[src/rtl/unified_mem_arbiter.sv]
// ---------------------------------------------------------------------------
// unified_mem_arbiter
//
// Shares one word-addressed main memory between the instruction cache
// (whole-line fills, one word per beat) and the data cache (single word
// read or write).  When both caches ask in the same IDLE cycle the side that
// did not win the previous tie gets the memory.  Every completed beat is
// followed by a one-cycle gap with both strobes low so the memory sees each
// beat as a fresh request.  The winner is released with a one-cycle ACK.
//
// Ports
//   CLK, RESET                 clock, synchronous active-high reset
//   d_read / d_write           dcache word request (level, held until ACK)
//   d_address, d_writedata     dcache word address and write word
//   d_readdata, d_busywait     word returned to dcache, dcache stall
//   i_read, i_address          icache line-fill request and line address
//   i_readdata, i_busywait     assembled line (word k at [k*DATA_W +: DATA_W]),
//                              icache stall
//   mem_read, mem_write        memory strobes
//   mem_address, mem_writedata memory word address and write word
//   mem_readdata, mem_busywait memory read word and memory stall
// ---------------------------------------------------------------------------
module unified_mem_arbiter #(
    parameter int MEM_AW    = 8,
    parameter int DATA_W    = 32,
    parameter int LINE_LOG2 = 2
) (
    input  logic                              CLK,
    input  logic                              RESET,
    input  logic                              d_read,
    input  logic                              d_write,
    input  logic [MEM_AW-1:0]                 d_address,
    input  logic [DATA_W-1:0]                 d_writedata,
    output logic [DATA_W-1:0]                 d_readdata,
    output logic                              d_busywait,
    input  logic                              i_read,
    input  logic [MEM_AW-LINE_LOG2-1:0]       i_address,
    output logic [(DATA_W<<LINE_LOG2)-1:0]    i_readdata,
    output logic                              i_busywait,
    output logic                              mem_read,
    output logic                              mem_write,
    output logic [MEM_AW-1:0]                 mem_address,
    output logic [DATA_W-1:0]                 mem_writedata,
    input  logic [DATA_W-1:0]                 mem_readdata,
    input  logic                              mem_busywait
);

    typedef enum logic [2:0] {IDLE, D_XFER, I_XFER, GAP, ACK} state_t;
    typedef enum logic {OWNER_D, OWNER_I} owner_t;

    localparam logic [LINE_LOG2-1:0] LAST_BEAT = '1;

    state_t                state_q, state_d;
    owner_t                owner_q, owner_d;
    owner_t                last_grant_q, last_grant_d;
    logic [LINE_LOG2-1:0]  beat_q, beat_d;
    logic [MEM_AW-1:0]     addr_q;
    logic [DATA_W-1:0]     wdata_q;
    logic                  beat_done;
    logic                  d_req;

    assign d_req = d_read | d_write;

    // Stalls follow the request combinationally; only the ACK cycle of the
    // owning side releases it.
    assign d_busywait = d_req  && !(state_q == ACK && owner_q == OWNER_D);
    assign i_busywait = i_read && !(state_q == ACK && owner_q == OWNER_I);

    // Next-state and memory-side outputs.  Address and write word fall back
    // to the held copies outside the transfer states.
    always_comb begin
        state_d       = state_q;
        owner_d       = owner_q;
        last_grant_d  = last_grant_q;
        beat_d        = beat_q;
        mem_read      = 1'b0;
        mem_write     = 1'b0;
        mem_address   = addr_q;
        mem_writedata = wdata_q;
        beat_done     = 1'b0;

        case (state_q)
            IDLE: begin
                if (d_req && i_read) begin
                    // Tie: the side that lost the previous tie wins now.
                    if (last_grant_q == OWNER_I) begin
                        owner_d      = OWNER_D;
                        last_grant_d = OWNER_D;
                        state_d      = D_XFER;
                    end else begin
                        owner_d      = OWNER_I;
                        last_grant_d = OWNER_I;
                        beat_d       = '0;
                        state_d      = I_XFER;
                    end
                end else if (d_req) begin
                    owner_d = OWNER_D;
                    state_d = D_XFER;
                end else if (i_read) begin
                    owner_d = OWNER_I;
                    beat_d  = '0;
                    state_d = I_XFER;
                end
            end
            D_XFER: begin
                mem_read      = d_read;
                mem_write     = d_write;
                mem_address   = d_address;
                mem_writedata = d_writedata;
                if (d_req && !mem_busywait) begin
                    beat_done = 1'b1;
                    state_d   = GAP;
                end
            end
            I_XFER: begin
                mem_read    = 1'b1;
                mem_address = {i_address, beat_q};
                if (!mem_busywait) begin
                    beat_done = 1'b1;
                    state_d   = GAP;
                end
            end
            GAP: begin
                if (owner_q == OWNER_I && beat_q != LAST_BEAT) begin
                    beat_d  = beat_q + 1'b1;
                    state_d = I_XFER;
                end else begin
                    state_d = ACK;
                end
            end
            ACK: begin
                state_d = IDLE;
            end
            default: begin
                state_d = IDLE;
            end
        endcase
    end

    // State, held memory-side values and read-data capture.  A reset aborts
    // any transfer and clears the partially assembled line.
    always_ff @(posedge CLK) begin
        if (RESET) begin
            state_q      <= IDLE;
            owner_q      <= OWNER_D;
            last_grant_q <= OWNER_I;
            beat_q       <= '0;
            addr_q       <= '0;
            wdata_q      <= '0;
            d_readdata   <= '0;
            i_readdata   <= '0;
        end else begin
            state_q      <= state_d;
            owner_q      <= owner_d;
            last_grant_q <= last_grant_d;
            beat_q       <= beat_d;
            if (state_q == D_XFER || state_q == I_XFER) begin
                addr_q  <= mem_address;
                wdata_q <= mem_writedata;
            end
            if (beat_done) begin
                if (owner_q == OWNER_I) begin
                    i_readdata[beat_q*DATA_W +: DATA_W] <= mem_readdata;
                end else if (d_read) begin
                    d_readdata <= mem_readdata;
                end
            end
        end
    end

endmodule
[config.mk]
export PLATFORM = sky130hd
export DESIGN_NAME = unified_mem_arbiter
export DESIGN_NICKNAME = d
export VERILOG_FILES = /design/src/rtl/unified_mem_arbiter.sv
export SDC_FILE = /design/constraint.sdc
export NUM_CORES = 1
export LEC_CHECK = 0
export CORE_ASPECT_RATIO = 1.5
export CORE_MARGIN = 5
export CORE_UTILIZATION = 41
export DETAILED_ROUTE_END_ITERATION = 7
export PLACE_DENSITY = 0.76
export SLEW_MARGIN = 20
export SYNTH_ARGS = -nofsm -noshare
export SYNTH_HDL_FRONTEND = slang
export SYNTH_SLANG_ARGS = --single-unit
[constraint.sdc]
create_clock -name CLK -period 1.7 [get_ports CLK]
set_input_delay 0.34 -clock CLK [delete_from_list [all_inputs] [get_ports CLK]]
set_output_delay 0.34 -clock CLK [all_outputs]
set_load 0.05 [all_outputs]
# Yosys cells after proc, flatten, opt, wreduce, memory -nomap -nowiden
# Cells that the tools add are included.
dict set report totals {
  ff_bits 207
  in_bits 84
  out_inout_bits 204
}
dict set report classes {
  n_addsub 2
  n_eq_ne 12
  shift 2
  mux 26
  n_bitwise 2
  n_reduce_logical 20
}
# op count
set op_table {}
lappend op_table {{$bwmux W128} 1}
lappend op_table {{$shift A32 B34 Y128 const A} 1}
lappend op_table {{$shiftx A32 B34 Y128} 1}
lappend op_table {{$neg A7 Y34} 1}
lappend op_table {{$mux W32} 1}
lappend op_table {{$mux W3} 6}
lappend op_table {{$pmux W8 S2} 1}
lappend op_table {{$mux W2} 6}
lappend op_table {{$pmux W3 S4} 1}
lappend op_table {{$ne A3 B3 Y1 const B} 3}
lappend op_table {{$ne A2 B2 Y1 const B} 4}
lappend op_table {{$logic_and A1 B1 Y1} 7}
lappend op_table {{$mux W1} 7}
lappend op_table {{$eq A3 B2 Y1 const B} 2}
lappend op_table {{$reduce_and A2 Y1} 3}
lappend op_table {{$reduce_and A3 Y1} 2}
lappend op_table {{$reduce_and A5 Y1} 1}
lappend op_table {{$ne A4 B4 Y1 const B} 1}
lappend op_table {{$pmux W1 S2} 2}
lappend op_table {{$pmux W2 S2} 1}
lappend op_table {{$eq A3 B1 Y1 const B} 1}
lappend op_table {{$eq A3 B3 Y1 const B} 1}
lappend op_table {{$logic_not A1 Y1} 3}
lappend op_table {{$logic_not A3 Y1} 1}
lappend op_table {{6 further kinds} 6}

# Longest topological paths before layout
# Gate-level depths: netlist of run 1.
dict set report depth {
  depth_word 5
  depth_mapped 8
}

# Least setup slack after synthesis of run 1
# Ideal clock, no wire load.
dict set report synth_path {
  kind {flip-flop to flip-flop}
  startpoint {register beat_q[0]}
  endpoint {register i_readdata[66]}
  setup_time_ns 0.070
  t_arrival_ns 1.824
  t_required_ns 1.630
  setup_slack_ns -0.194
  path_stages_with_launch 7
  path_buffers 1
  cell_sequence {dfxtp_1 inv_2 ha_1 nor3b_1 clkbuf_1 nand4_1 a21oi_1}
}
dict set report synth_between {
  elab_chain_cells 3
  word_cells_on_any_way 4
  cone_classes {add/sub: 1; shift: 2; mux: 1}
}
# element line_no
set synth_rtl {}
lappend synth_rtl {{start: declaration} 56} ;# logic [LINE_LOG2-1:0] beat_q, beat_d;
lappend synth_rtl {{start signal: assignment} 156} ;# beat_q <= beat_d;
lappend synth_rtl {{$neg A7 Y34 (*)} 163} ;# i_readdata[beat_q*DATA_W +: DATA_W] <= mem_readdata;
lappend synth_rtl {{$shiftx A32 B34 Y128 / $shift A32 B34 Y128 (equally long branches)} 163}
lappend synth_rtl {{$bwmux W128 (*)} 163}
lappend synth_rtl {{end signal: indexed assignment} 163}
lappend synth_rtl {{end: declaration} 38} ;# output logic [(DATA_W<<LINE_LOG2)-1:0] i_readdata,
# Mark *: on every way between the ends. The rest lies on a longest branch, timed or not.
# A chain may end at the register's enable or synchronous reset.

# Worst setup path after layout of run 1
dict set report layout_path {
  startpoint {register state_q[1]}
  endpoint {output port mem_writedata[29]}
}
dict set report layout_between {
  elab_chain_cells 2
}
# element line_no
set layout_rtl {}
lappend layout_rtl {{start: declaration} 53} ;# state_t state_q, state_d;
lappend layout_rtl {{start signal: assignment} 153} ;# state_q <= state_d;
lappend layout_rtl {{$eq A3 B1 Y1} 82} ;# case (state_q)
lappend layout_rtl {{$mux W32} 82}
lappend layout_rtl {{end: declaration} 43} ;# output logic [DATA_W-1:0] mem_writedata,
# No other way between the ends.

==> metrics.yaml, run 1 <==
synth_top_cell_by_area: "dfxtp_1"
r2r-start: "state_q[1]$_SDFFE_PP0P_"
hold_class: "primary input to flip-flop"
postRouteWirelength_um: 37800
crit_family: "buffers and inverters"
numCtsBuffers: 21
fin_util_pct: 72.1
path_class: "flip-flop to output port"
fin_skew_ns: 0.0156
die_y_um: 187
min_period_ns: 2.24
drive_gt1_share_pct: 48.0
rows: 64
synth.most_common_cell: "dfxtp_1"
slowest_stage: "dfxtp_4"
fin_nets: 1371
io_buffers: 287
hpwlAfterDp_um: 21400
status: "complete, but fails checks"
yosysTopAreaCellShare_pct: 48.4
cts_buffer_depth: 3
max_freq_mhz: 447
synth_flop_cell: "dfxtp_1"
drv_cap: 0
async_flop_share_pct: 0
grt_max_degree: 74
vias_per_cell: 6.05
rsz0062_at_grt: "yes"
cp_slowest_stage_delay_ns: 0.35
drt_pass1_iterations: 7
end_kind: "output port"
worst-path-buf-inv: 3
cp_max_fo: 6
grt_overflow: 0
synth_sequential_area_ratio_pct: 48.4
grt_pass1_wl_um: 53600
slew_violations: 0
ys_types: 47
cts_tree: "yes"
power_w: 0.0238
syn-mean-instance-area_um2: 8.95
synth-seq-cells: 207
worstHoldStart: "RESET"
worstPathRequired_ns: 1.36
path_depth: 6
worstSetupEndpoint: "mem_writedata[29]"
peakVddDrop_uv: 1360
start_util_pct: 41.8
startpoint: "state_q[1]$_SDFFE_PP0P_"
die_area_um2: 23900
period_share_pct: 132
hold_viol_final: 0
power_density_nw_per_um2: 1610
globalplace.congestion: 0.882
die_w_um: 128
vias: 9416
synth_area_leaders: "dfxtp_1 (48%), a21oi_1 (9.6%), nand4_1 (9.3%), o21ai_0 (7.3%), mux2_2 (4.2%)"
area_delta_synth_final_pct: 72.5
setup_violations: 204
io_pins: 288
maxSlewHeadroom_pct: 60.3
synth_edf_count: 0
violations: "negative setup slack"
core_area_um2: 20500
p_leak_nw: 5.68
synth_warnings: 0
syn-cell-area_um2: 8570
htree_levels: 1
antenna_left: 0
cts.sinks: 207
drtIter0Drc: 879
preCtsSetupSlack_ns: -0.342
layout_setup_ws_ns: -0.536
syn_inst: 957
clock_latency_ns: 0.51
rrSetupSlack_ns: -0.34
antenna_found_initial: 0
r2r-end: "d_readdata[11]$_SDFFE_PP0P_"
tightest_slew_ns: 0.593
crit_path_start_kind: "flip-flop"
r2r_cells: 10
wl_per_cell_um: 24.3
synth_common_cells: "dfxtp_1 (207), a21oi_1 (164), nand4_1 (128)"
cts_hold_buf: 0
timing.critical_path.cells: "nand2b_4, nor2_4, buf_4, buf_12, mux2_2, buf_6"
antennaDiodeCount: 0
synth.net_count: 1047
grtUsageTotal_pct: 28.1
cts_root_buf: "clkbuf_16"
cp.arrival_ns: 1.90
drcViolationCount: 0
grt_pass1_vias: 9378
path_clk_slew_ns: 0.06
## report_power, final
group / internal [W] / switching, W / total [W]
Clock: 0.00294 / 0.00199 / 0.00492
Combinational: 0.00635 / 0.00709 / 0.0134
Sequential: 0.00527 / 0.000203 / 0.00547
Total: 0.0146 / 0.00928 / 0.0238
## sequential cells by signal, summed over array words and instances, names as in the netlist
name / count
state_q: 3
addr_q: 8
last_grant_q: 1
d_readdata: 32
owner_q: 1
i_readdata: 128
beat_q: 2
wdata_q: 32
## routing by layer
layer  wire, um  up-vias  track usage (%)  share of wire, %
li1           -     4149                -                 -
met1      12500     4507             30.0                33
met2      19300      600             49.6                51
met3       3410      160             6.83               9.0
met4       2600        0             15.9               6.9
met5          0        -                0                 0
## cells in the final DEF, fill, tap and decap left out, types with 3 or more instances in the layout
cell type,synthesis,final
a21oi_2,2,62
o21ai_4,1,25
nand2_4,0,23
o21ai_1,6,20
o22a_1,14,6
bufinv_16,0,4
buf_4,5,206
nor2_1,6,4
o22a_2,0,4
nor2b_1,40,40
nand3_1,8,8
clkbuf_16,0,27
buf_16,0,12
ha_1,6,5
o22a_4,0,4
dfxtp_1,207,203
clkbuf_1,58,6
nand2_1,69,45
and3_1,4,4
nor3_1,3,3
mux2_4,0,30
nand2b_1,4,3
inv_1,5,5
buf_12,11,59
nand4_1,128,128
buf_8,0,5
clkdlybuf4s50_1,0,82
nor3b_4,0,3
a21oi_1,164,102
o21ai_2,0,85
buf_6,5,38
## repair_timing
item / 4_1_cts / 5_1_grt
buffers inserted: 31 / 14
pin swaps: 67 / 137
resized for setup: 272 / 209
endpoints found under the setup margin: 104 / 205
cloned: 21 / 6
## logic make-up after synthesis
kind of cell | synth area share [%]
mux | 4.21
simple gates | 18.0
flops | 48.4
xor+xnor | 0.102
fa+ha+maj | 0.876
compound gates | 20.4
buf+inv | 8.05
## per-stage QoR
stage	cell area, um^2	setup TNS, ns	std cells	hold WS [ns]
floorplan	8720	-1.34	957	0.471
global placement	11900	-35.64	1470	0.442
detailed placement	11900	-40.07	1470	0.447
CTS	14000	-54.17	1556	0.159
global route	14800	-73.13	1557	0.181
finish	14800	-60.70	1557	0.167
## cell type report
| type | count | area (um^2) |
|---|---|---|
| clock buffers | 28 | 562 |
| multi-input cells | 637 | 5030 |
| repair buffers | 408 | 4530 |
| inverters | 6 | 22.5 |
| fillers | 1421 | 5730 |
| well taps | 264 | 330 |
| clock inverters | 7 | 145 |
| flip-flops and latches | 207 | 4150 |
## worst min-delay path by stage
stage	to	slack, ns	cells past startpoint
finish	wdata_q[2]$_SDFFE_PP0N_	0.17	2
global route	wdata_q[17]$_SDFFE_PP0N_	0.18	2
CTS	wdata_q[8]$_SDFFE_PP0N_	0.16	2
detailed placement	d_readdata[3]$_SDFFE_PP0P_	0.45	2
global placement	d_readdata[17]$_SDFFE_PP0P_	0.44	2
floorplan	last_grant_q$_SDFFE_PP1P_	0.47	2
## worst reg2reg max path, stage by stage (launching register included)
cell      delay (ns)
dfxtp_4         0.35
buf_4           0.13
buf_6           0.12
buf_6           0.11
and2b_2         0.23
buf_6           0.11
buf_6           0.11
o2111a_2        0.35
buf_12          0.21
nand2_1         0.09
a21oi_1         0.17
(Power assumes the default switching activity.)
==> inputs of run 2 (changes only) <==
--- a/config.mk
+++ b/config.mk
@@ -5,11 +5,13 @@
 export SDC_FILE = /design/constraint.sdc
 export NUM_CORES = 1
 export LEC_CHECK = 0
+export CELL_PAD_IN_SITES_DETAIL_PLACEMENT = 0
+export CELL_PAD_IN_SITES_GLOBAL_PLACEMENT = 2
 export CORE_ASPECT_RATIO = 1.5
 export CORE_MARGIN = 5
-export CORE_UTILIZATION = 41
+export CORE_UTILIZATION = 24
 export DETAILED_ROUTE_END_ITERATION = 7
-export PLACE_DENSITY = 0.76
+export PLACE_DENSITY_LB_ADDON = 0.1
 export SLEW_MARGIN = 20
 export SYNTH_ARGS = -nofsm -noshare
 export SYNTH_HDL_FRONTEND = slang
==> run 2 against run 1 <==
Compared with the run above:
- the run still ends with negative setup slack left
- first-iteration DRC count fell by 44%
- clock power up 4.7%
- combinational power down 7%
- core utilization down 31 points
- routed wire length grew 7.7%
- critical endpoint is now mem_writedata[23]
==> metrics.yaml, run 2 (synthesis results as in run 1) <==
status: "complete, but fails checks"
violations: "negative setup slack"
maxSlewHeadroom_pct: 70.3
cts_hold_buf: 0
tightest_slew_ns: 0.444
comb_power_share_pct: 54.0
drcViolationCount: 0
die_w_um: 164
worstPathRequired_ns: 1.36
crit_path_start_kind: "flip-flop"
max_freq_mhz: 447
setup_violations: 205
cts_root_buf: "clkbuf_16"
hold_depth: 2
largest_reg_flops: 128
end_kind: "output port"
start_util_pct: 24.3
drive_gt1_share_pct: 35.1
period_share_pct: 132
cts_buffer_depth: 3
cp.arrival_ns: 1.90
r2r-start: "state_q[1]$_SDFFE_PP0P_"
cts_tree: "yes"
cp_max_fo: 8
grt_overflow: 0
io_buffers: 287
grt_pass1_wl_um: 58800
r2r-end: "i_readdata[82]$_SDFFE_PP0P_"
layout_common_cells: "buf_4 (219), dfxtp_1 (204), a21oi_1 (153)"
slew_violations: 0
hpwlAfterDp_um: 25400
vias_per_cell: 4.88
p_leak_nw: 5.58
numCtsBuffers: 23
path_class: "flip-flop to output port"
r2r_cells: 11
die_y_um: 241
cts.sinks: 207
top_regs: "i_readdata (128), d_readdata (32), wdata_q (32)"
rrSetupSlack_ns: -0.37
drv_cap: 0
min_period_ns: 2.24
drtIter0Drc: 492
postRouteWirelength_um: 40700
peakVddDrop_uv: 1060
clock_latency_ns: 0.52
pwr-share-seq_pct: 23.6
p_sw_share_pct: 37.4
grtUsageTotal_pct: 19.4
wl_per_cell_um: 22.8
antenna_found_initial: 0
area_delta_synth_final_pct: 67.3
htree_levels: 1
core_area_um2: 35200
drt_pass1_iterations: 5
antenna_left: 0
power_density_nw_per_um2: 1600
final_cells: 1788
power.internal_w: 0.0144
path_clk_slew_ns: 0.07
die_area_um2: 39600
whs_endpoint: "wdata_q[0]$_SDFFE_PP0N_"
regMostFlops: "i_readdata"
io_pins: 288
hold_class: "primary input to flip-flop"
hold_viol_final: 0
vias: 8733
grt_pass1_vias: 8942
fin_skew_ns: 0.00840
dp_cells: 1693
grt_max_degree: 80
globalplace.congestion: 0.731
clkPwrFrac_pct: 22.4
rsz0062_at_grt: "yes"
switchingPower_w: 0.00860
fin_hold_ws_ns: 0.159
fin_nets: 1390
layout_setup_ws_ns: -0.537
antennaDiodeCount: 0
rows: 84
worstHoldStart: "RESET"
final_common_cell: "buf_4"
## run 2: what timing repair did
action | in CTS | in global routing
setup endpoints to repair | 200 | 205
pin swaps | 12 | 13
buffers inserted | 23 | 7
gates resized for setup | 148 | 21
gates cloned | 17 | 10
## run 2: critical path: stages, from the launching register on
cell      delay [ns]
dfxtp_2         0.33
nand2b_4        0.14
nor2_4          0.14
buf_12          0.14
buf_16          0.14
mux2_4          0.32
buf_6           0.16
## run 2: metal layers
layer,vias to the layer above,wire (um),track usage (%)
met5,-,0,0
met4,0,900,5.39
met3,45,2870,5.09
met2,280,21000,34.6
met1,4224,16000,23.1
li1,4184,-,-
## run 2: worst max-delay path by stage
| stage | from | to | slack [ns] | cells past startpoint |
|---|---|---|---|---|
| 3_3_place_gp | d_write | d_busywait | -0.33 | 5 |
| 2_1_floorplan | state_q[2]$_SDFFE_PP0P_ | d_busywait | -0.19 | 3 |
| 3_5_place_dp | d_write | d_busywait | -0.31 | 5 |
| 5_1_grt | state_q[1]$_SDFFE_PP0P_ | mem_writedata[24] | -0.60 | 6 |
| 4_1_cts | state_q[1]$_SDFFE_PP0P_ | mem_writedata[23] | -0.57 | 6 |
| 6_report | state_q[1]$_SDFFE_PP0P_ | mem_writedata[23] | -0.54 | 6 |
## run 2: metrics by stage
| step | total power [W] | area, um^2 | TNS, ns | worst slack [ns] | utilization, % |
|---|---|---|---|---|---|
| floorplan | 0.0115 | 8720 | -1.34 | -0.190 | - |
| global placement | 0.0146 | 12200 | -41.86 | -0.334 | 34.6 |
| detailed placement | 0.0146 | 12200 | -41.96 | -0.314 | 34.6 |
| CTS | 0.0225 | 14000 | -54.94 | -0.569 | 39.7 |
| global route | 0.0240 | 14300 | -81.66 | -0.605 | 40.7 |
| finish | 0.0230 | 14300 | -65.27 | -0.537 | 40.7 |
## run 2: layout make-up
type                            count  area, um^2
Multi-Input combinational cell    637        4050
Fill cell                        3558       20900
Sequential cell                   207        4150
Clock buffer                       37         718
Timing Repair Buffer              425        4760
Clock inverter                      3        40.0
Inverter                            6        22.5
Tap cell                          473         592
## run 2: power by group through the flow
stage / combinational, W / sequential (W) / clock, W
global route: 0.0130 / 0.00546 / 0.00551
global placement: 0.00910 / 0.00552 / 0
detailed placement: 0.00906 / 0.00553 / 0
finish: 0.0124 / 0.00543 / 0.00515
CTS: 0.0117 / 0.00543 / 0.00537
floorplan: 0.00565 / 0.00580 / 0
==> inputs of run 3 (changes only) <==
--- a/config.mk
+++ b/config.mk
@@ -5,6 +5,7 @@
 export SDC_FILE = /design/constraint.sdc
 export NUM_CORES = 1
 export LEC_CHECK = 0
+export ABC_CLOCK_PERIOD_IN_PS = 1700
 export CELL_PAD_IN_SITES_DETAIL_PLACEMENT = 0
 export CELL_PAD_IN_SITES_GLOBAL_PLACEMENT = 2
 export CORE_ASPECT_RATIO = 1.5
@@ -12,6 +13,7 @@
 export CORE_UTILIZATION = 24
 export DETAILED_ROUTE_END_ITERATION = 7
 export PLACE_DENSITY_LB_ADDON = 0.1
+export SETUP_SLACK_MARGIN = 0.15
 export SLEW_MARGIN = 20
 export SYNTH_ARGS = -nofsm -noshare
 export SYNTH_HDL_FRONTEND = slang
==> run 3 against run 2 <==
Compared with the run above:
- the run still ends with negative setup slack left
- global-route usage decreased by 0.37 points
- clock skew about the same
- worst setup slack got worse by 0.023 ns
- critical path depth unchanged
- cell area increased by 9.6%
- non-clock buffer count increased by 13
- core utilization increased by 3.9 points
- combinational power increased by 18%
- routed wire length decreased by 2.6%
- hold slack got worse by 0.025 ns
- sequential power increased by 0.9%
- critical path type unchanged
- highest routed layer unchanged
==> metrics.yaml, run 3 (synthesis results as in run 1) <==
min_period_ns: 2.26
antenna_left: 0
path_class: "flip-flop to output port"
period_share_pct: 133
cp_common_cell: "buf_12"
core_area_um2: 35200
drive_gt1_share_pct: 48.7
cp.arrival_ns: 1.92
vias_per_cell: 4.89
cts_root_buf: "clkbuf_16"
top_regs: "i_readdata (128), d_readdata (32), wdata_q (32)"
drv_cap: 0
cts.sinks: 207
worst-path-buf-inv: 3
grt_overflow: 0
violations: "negative setup slack"
cts_tree: "yes"
io_pins: 288
globalplace.congestion: 0.752
p_leak_nw: 5.93
grt_pass1_vias: 8933
start_util_pct: 24.3
rows: 84
layout_common_cells: "buf_4 (206), dfxtp_1 (203), nand4_1 (128)"
fin_skew_ns: 0.00830
die_area_um2: 39600
peakVddDrop_uv: 1120
grtUsageTotal_pct: 19.1
maxSlewHeadroom_pct: 65.0
path_clk_slew_ns: 0.06
drtIter0Drc: 467
drcViolationCount: 0
preCtsSetupSlack_ns: -0.305
rsz0062_at_grt: "yes"
hold_class: "primary input to flip-flop"
worstPathRequired_ns: 1.36
drt_pass1_iterations: 5
cp_max_fo: 6
final_common_cell: "buf_4"
cts_buffer_depth: 3
hpwlAfterDp_um: 25800
numCtsBuffers: 24
io_buffers: 287
area_delta_synth_final_pct: 83.3
path_depth: 6
postRouteWirelength_um: 39600
slowest_stage: "dfxtp_2"
startpoint: "state_q[1]$_SDFFE_PP0P_"
end_kind: "output port"
layout_setup_ws_ns: -0.560
slew_violations: 0
hold_viol_final: 0
worstSetupEndpoint: "mem_writedata[6]"
r2r-start: "state_q[1]$_SDFFE_PP0P_"
r2r-end: "i_readdata[95]$_SDFFE_PP0P_"
timing.critical_path.cells: "nand2b_4, nor2_4, buf_12, clkbuf_16, mux2_4, buf_12"
die_w_um: 164
htree_levels: 1
cp_slowest_stage_delay_ns: 0.33
max_freq_mhz: 443
crit_path_start_kind: "flip-flop"
setup_violations: 205
vias: 8818
wl_per_cell_um: 22.0
antennaDiodeCount: 0
power_density_nw_per_um2: 1630
grt_pass1_wl_um: 58100
cts_hold_buf: 0
r2r_cells: 12
antenna_found_initial: 0
regMostFlops: "i_readdata"
fin_setup_tns_ns: -61.32
tightest_slew_ns: 0.525
crit_family: "buffers and inverters"
clock_latency_ns: 0.53
grt_max_degree: 76
largest_reg_flops: 128
rrSetupSlack_ns: -0.38
die_y_um: 241
fin_nets: 1404
status: "complete, but fails checks"
run 3: cell types whose count changed in the layout (fill, tap and decap cells not counted), moves of 10 or more:
cell     delta
o21ai_1    -31
buf_6      -17
a21oi_2    +37
o21ai_2    +83
nand2_4    +22
a21oi_1    -38
nand2_2    +10
nand2_1    -32
buf_12     +42
buf_4      -13
o21ai_0    -55
run 3: layout make-up:
type,instances,area [um^2]
fill,3432,19500
timing repair buffer,438,5290
multi-input combinational,637,4810
sequential,207,4150
clock buffer,34,719
tap,473,592
clock inverter,9,120
inverter,6,25.0
run 3: repair_timing:
item / CTS / global route
setup buffers: 37 / 6
pin swaps: 153 / 93
setup endpoints to repair: 232 / 209
resized for setup: 262 / 144
gates cloned: 18 / 4
run 3: worst min path at each step:
stage | startpoint | end | slack, ns | cells after the start
2_1_floorplan | last_grant_q$_SDFFE_PP1P_ | last_grant_q$_SDFFE_PP1P_ | 0.47 | 2
3_3_place_gp | d_readdata[20]$_SDFFE_PP0P_ | d_readdata[20]$_SDFFE_PP0P_ | 0.44 | 2
3_5_place_dp | d_readdata[20]$_SDFFE_PP0P_ | d_readdata[20]$_SDFFE_PP0P_ | 0.45 | 2
4_1_cts | RESET | addr_q[1]$_SDFFE_PP0N_ | 0.11 | 2
5_1_grt | RESET | wdata_q[29]$_SDFFE_PP0N_ | 0.13 | 2
6_report | RESET | addr_q[1]$_SDFFE_PP0N_ | 0.13 | 2
run 3: routing by layer:
metal  track usage [%]  routed length, um
met1              22.8              15500
met2              33.6              20300
met3              5.46               3020
met4              4.68                820
met5                 0                  0
run 3: where the power goes:
part           internal [W]  leakage (nW)  switching (W)
logic               0.00757          3.83        0.00699
clock network       0.00339         0.421        0.00219
registers           0.00527          1.68       0.000211
total                0.0162          5.93        0.00939
run 3: worst register-to-register path, cell delays in order (launching register included):
cell     delay, ns
dfxtp_2       0.33
buf_4         0.18
and2b_4       0.30
buf_6         0.12
a21oi_4       0.06
buf_12        0.13
buf_12        0.13
buf_16        0.13
buf_12        0.12
buf_12        0.12
buf_16        0.14
o21ai_1       0.13
a21oi_1       0.07
run 3: stage by stage:
stage,instances,hold slack [ns],instance area [um^2],total power [W],util (%)
2_1_floorplan,957,0.471,8860,0.0116,-
5_1_grt,1804,0.126,15700,0.0266,44.6
4_1_cts,1794,0.112,15000,0.0250,42.6
3_3_place_gp,1696,0.444,12700,0.0158,36.1
3_5_place_dp,1696,0.447,12700,0.0158,36.1
6_report,1804,0.134,15700,0.0256,44.6
